$ cat src/rtl/rv32_fxmadd_issue.sv
`default_nettype none
// ============================================================================
// Module   : rv32_fxmadd_issue
// Purpose  : Operand-staging FIFO in front of the fixed-point multiply-add
//            unit. Captures decoded FXMADD instructions together with their
//            active product shift scale (immediate or FXSCALE CSR), and
//            presents the oldest entry combinationally to the arithmetic unit.
// Revision : 1.0 - initial release
// ============================================================================
module rv32_fxmadd_issue #(
  parameter int         DEPTH       = 2,
  parameter logic [4:0] SCALE_RESET = 5'd0
) (
  input  logic                     clk,
  input  logic                     rstn,
  input  logic                     in_valid,
  output logic                     in_ready,
  input  logic [31:0]              in_rs1_val,
  input  logic [31:0]              in_rs2_val,
  input  logic [31:0]              in_rs3_val,
  input  logic [4:0]               in_rd,
  input  logic                     in_use_imm_scale,
  input  logic [4:0]               in_imm_scale,
  input  logic                     csr_we,
  input  logic [4:0]               csr_wdata,
  output logic [4:0]               csr_scale,
  input  logic                     flush,
  output logic                     out_valid,
  input  logic                     out_ready,
  output logic [31:0]              mul_op_1,
  output logic [31:0]              mul_op_2,
  output logic [31:0]              add_op,
  output logic [2:0]               low_bits_selected_scale,
  output logic [1:0]               high_bit_selected_scale,
  output logic [4:0]               out_rd,
  output logic                     out_wb_en,
  output logic [$clog2(DEPTH):0]   occupancy
);

  localparam int             AW      = $clog2(DEPTH);
  localparam logic [AW:0]    c_depth = (AW+1)'(DEPTH);

  // Entry storage
  logic [31:0] r_rs1   [DEPTH];
  logic [31:0] r_rs2   [DEPTH];
  logic [31:0] r_rs3   [DEPTH];
  logic [4:0]  r_rd    [DEPTH];
  logic [4:0]  r_scl   [DEPTH];

  logic [AW-1:0] r_wr_ptr;
  logic [AW-1:0] r_rd_ptr;
  logic [AW:0]   r_count;
  logic [4:0]    r_scale;

  logic          w_push;
  logic          w_pop;
  logic [4:0]    w_scale_in;
  logic [4:0]    w_head_scale;

  // Flow control: ready depends only on stored state so no full-FIFO bypass exists
  assign in_ready   = (r_count != c_depth);
  assign out_valid  = (r_count != '0);
  assign w_push     = in_valid & in_ready & ~flush;
  assign w_pop      = out_valid & out_ready & ~flush;

  // Scale is sampled from the registered CSR so a same-cycle write does not leak in
  assign w_scale_in = in_use_imm_scale ? in_imm_scale : r_scale;

  // Pointer and occupancy tracking; flush overrides any same-cycle push/pop
  always_ff @(posedge clk or negedge rstn) begin
    if (!rstn) begin
      r_wr_ptr <= '0;
      r_rd_ptr <= '0;
      r_count  <= '0;
    end else if (flush) begin
      r_wr_ptr <= '0;
      r_rd_ptr <= '0;
      r_count  <= '0;
    end else begin
      if (w_push) r_wr_ptr <= r_wr_ptr + 1'b1;
      if (w_pop)  r_rd_ptr <= r_rd_ptr + 1'b1;
      case ({w_push, w_pop})
        2'b10:   r_count <= r_count + 1'b1;
        2'b01:   r_count <= r_count - 1'b1;
        default: r_count <= r_count;
      endcase
    end
  end

  // Entry write on accept; storage cleared on reset so head outputs read zero
  always_ff @(posedge clk or negedge rstn) begin
    if (!rstn) begin
      for (int i = 0; i < DEPTH; i++) begin
        r_rs1[i] <= '0;
        r_rs2[i] <= '0;
        r_rs3[i] <= '0;
        r_rd[i]  <= '0;
        r_scl[i] <= '0;
      end
    end else if (w_push) begin
      r_rs1[r_wr_ptr] <= in_rs1_val;
      r_rs2[r_wr_ptr] <= in_rs2_val;
      r_rs3[r_wr_ptr] <= in_rs3_val;
      r_rd[r_wr_ptr]  <= in_rd;
      r_scl[r_wr_ptr] <= w_scale_in;
    end
  end

  // FXSCALE CSR: writes land regardless of flush or FIFO fullness
  always_ff @(posedge clk or negedge rstn) begin
    if (!rstn) begin
      r_scale <= SCALE_RESET;
    end else if (csr_we) begin
      r_scale <= csr_wdata;
    end
  end

  assign csr_scale               = r_scale;
  assign occupancy               = r_count;

  // Head entry drives the arithmetic unit directly; stale when empty
  assign mul_op_1                = r_rs1[r_rd_ptr];
  assign mul_op_2                = r_rs2[r_rd_ptr];
  assign add_op                  = r_rs3[r_rd_ptr];
  assign out_rd                  = r_rd[r_rd_ptr];
  assign w_head_scale            = r_scl[r_rd_ptr];
  assign low_bits_selected_scale = w_head_scale[2:0];
  assign high_bit_selected_scale = w_head_scale[4:3];
  assign out_wb_en               = (out_rd != 5'd0);

endmodule
`default_nettype wire

$ cat config.mk
export PLATFORM = sky130hd
export DESIGN_NAME = rv32_fxmadd_issue
export DESIGN_NICKNAME = d
export VERILOG_FILES = /design/src/rtl/rv32_fxmadd_issue.sv
export SDC_FILE = /design/constraint.sdc
export NUM_CORES = 1
export LEC_CHECK = 0
export CORE_MARGIN = 4
export CORE_UTILIZATION = 50
export CTS_CLUSTER_SIZE = 40
export DETAILED_ROUTE_END_ITERATION = 12
export PLACE_DENSITY = 0.81
export RECOVER_POWER = 50
export SLEW_MARGIN = 25
export SYNTH_ARGS = -nofsm -noshare
export SYNTH_HDL_FRONTEND = slang
export SYNTH_SLANG_ARGS = --single-unit
$ cat constraint.sdc
create_clock -name clk -period 2.3 [get_ports clk]
set_input_delay 0.46 -clock clk [delete_from_list [all_inputs] [get_ports clk]]
set_output_delay 0.46 -clock clk [all_outputs]
set_load 0.03 [all_outputs]
==> impl_metrics.yaml <==
placed_design:
  place_inst: 1063
  hpwlAfterDp_um: 16000
  io_buffers: 233
  finalWeightedCongestion: 0.785
  post-place-ws_ns: 0.00910
timing:
  drv_slew: 60
  max_slew.worst_pin.slew_ns: 1.67
  hold_viol: 0
  max_slew_margin_pct: -11.0
  setup_slack_ns: -0.0401
  finalCritPeriodShare_pct: 102
  setup_viol: 9
  rsz0062_at_grt: "true"
  period_needed_ns: 2.34
  fmax_mhz: 427
  finalClockSkew_ns: 0.00630
synth:
  syn-cell-area_um2: 9570
  yosys.area.top_type_share_pct: 57.8
  postSynthCellCount: 607
  yosys_register_bits: 221
  synth_cell_types: 25
  synth_area_per_cell_um2: 15.8
  yosysSeqAreaShare_pct: 57.8
  synth_area_leaders: "dfrtp_1, mux2_2, mux2_1"
  yosysTopAreaCell: "dfrtp_1"
  syn_nets: 725
  yosys_warnings: 0
flow_run:
  maxCapViolations: 1
critical_path:
  worstPathArrival_ns: 1.88
  critPathKind: "reg -> out"
  cp-end-kind: "output port"
  worst_setup_path_start_kind: "register"
  path_max_fanout: 9
  required_ns: 1.84
  r2r.worst_path.cells: 5
  ff2ff_setup_slack_ns: 0.36
finish:
  fillers: 1304
  regArea_um2: 5530
  instances_no_fill: 1113
  layout-area-overhead-vs-synth_pct: 33.2
  multi_input_area_um2: 3870
  nNetsFinal: 980
  drive_gt1_share_pct: 52.7
  final_common_cell: "mux2_2"
  final_cell_mix: "mux2_2, dfrtp_1, clkdlybuf4s50_1"
power_and_ir_drop:
  cellPowerDensity_nw_per_um2: 988
  peakVddDrop_mv: 0.591
  netSwitchingFraction_pct: 31.1
  p_total_mw: 12.6
  p_seq_share_pct: 42.5
  switchingPower_mw: 3.92
  internal_power_mw: 8.67
  pwr-share-clk_pct: 27.6
  combPwrFrac_pct: 30.0
  p_leak_nw: 5.53
grt:
  grt_first_pass_wirelength_um: 36500
  overflow: 0
  grt_pass1_vias: 6910
  antenna_found_initial: 1
  grt_use_total_pct: 20.8
  grt_max_degree: 65
clock_network:
  cts-buffers-inserted: 23
  root_buffer: "clkbuf_16"
  cts_max_level: 1
  cts_buffer_depth: 3
  cts_sinks: 221
  insertion_delay_ns: 0.49
  clk_pin_slew_ns: 0.06
  tritoncts: "done"
floorplanning:
  row_count: 50
  die_w_um: 146
  pin_count: 234
  fp.dieArea_um2: 21400
  initial_core_util_pct: 51.0
  die_h_um: 146
  core_area_um2: 18800
routing:
  ant_nets: 0
  wl_per_cell_um: 20.9
  vias: 5966
  vias_per_cell: 5.36
  drc: 0
  routed_wl_um: 23200
  drtIter0Drc: 153
  dr.pass1.iters: 4
outcome:
  status: "complete, but fails checks"
  violations: "capacitance limit, slew limit, setup timing"
worst_hold_path:
  min_path_type: "reg -> reg"
  worst_hold_path.num_cells: 1
## final timing paths
| path | startpoint | endpoint |
|---|---|---|
| worst min-delay path | r_rs2[50]$_DFFE_PN0P_ | r_rs2[50]$_DFFE_PN0P_ |
| min in group asynchronous | rstn | r_rs1[9]$_DFFE_PN0P_ |
| worst min register to register | r_rs2[50]$_DFFE_PN0P_ | r_rs2[50]$_DFFE_PN0P_ |
| max in group asynchronous | rstn | r_rs2[40]$_DFFE_PN0P_ |
| worst max-delay path | r_rd_ptr$_DFFE_PN0P_ | out_wb_en |
| worst max register to register | occupancy[1]$_DFFE_PN0P_ | r_rs1[4]$_DFFE_PN0P_ |
## worst max-delay path: stages, from the launching register on
cell,delay [ns]
dfrtp_4,0.42
buf_12,0.16
mux2_2,0.36
nor3_2,0.18
nand2_1,0.08
buf_2,0.18
## cell type report
class / instances / share of cell area [%]
Multi-Input combinational cell: 350 / 30.4
Sequential cell: 221 / 43.4
Timing Repair Buffer: 264 / 18.3
Tap cell: 234 / 2.30
Inverter: 2 / 0.0589
Antenna cell: 1 / 0.0196
Clock buffer: 39 / 5.46
Clock inverter: 2 / 0.0982
## stage by stage
stage	hold slack, ns	instance area (um2)	TNS [ns]	utilization [%]
after global routing	0.499	12700	-2.83	67.9
after CTS	0.488	13000	-15.55	69.5
final	0.488	12700	-0.208	67.9
after detailed placement	0.475	12300	0	65.8
after global placement	0.464	12300	0	65.8
after floorplan	0.164	9570	0	-
## power groups by stage
| stage | logic (mW) | clock network, mW | registers [mW] |
|---|---|---|---|
| 4_1_cts | 3.92 | 3.55 | 5.35 |
| 3_3_place_gp | 4.03 | 0 | 5.33 |
| 6_report | 3.77 | 3.47 | 5.35 |
| 5_1_grt | 4.03 | 3.72 | 5.45 |
| 3_5_place_dp | 4.16 | 0 | 5.41 |
| 2_1_floorplan | 2.63 | 0 | 5.21 |
## layer usage
layer	up-vias	routed length, um	track usage [%]
li1	2694	-	-
met1	3058	9320	26.1
met2	176	11700	35.8
met3	38	1710	6.05
met4	0	493	5.27
met5	-	0	0
## synth_stat cells
cell / n
buf_2: 17
or2_2: 2
a21o_1: 1
inv_1: 1
mux2_2: 288
buf_4: 8
dfrtp_1: 221
a21oi_1: 4
mux2_1: 40
o211ai_1: 1
or3_1: 1
nor3b_1: 1
nor2_1: 2
inv_2: 1
nor4_4: 1
clkbuf_1: 5
nor2b_2: 1
nor3_1: 1
nand3b_1: 1
o21ai_0: 2
nand2_1: 1
xor2_1: 1
buf_1: 4
mux2i_1: 1
nand4b_2: 1
## registers in the layout, summed over array words and instances (netlist names)
register	count
r_rs1	64
r_rd	10
r_rs2	64
r_wr_ptr	1
occupancy	2
r_rd_ptr	1
r_scl	10
r_rs3	64
csr_scale	5
## kinds of logic (layout without fill, tap and decap cells)
kind of cell,after synthesis,in the layout,share of synthesized area [%]
AOI/OAI and AO/OA,8,8,0.471
xor gates and xnor gates,1,1,0.0915
buffers and inverters,36,307,1.95
DFF,221,221,57.8
muxes,329,329,38.7
other,0,1,0
and+or+nand+nor,12,12,0.994
## timing repair
action / in CTS / in global routing
endpoints found under the hold margin: 58 / 0
setup buffers: 0 / 2
cloned: 0 / 5
setup endpoints to repair: 109 / 103
gates resized for setup: 190 / 228
hold buffers: 1 / 0
(Power assumes the default switching activity.)
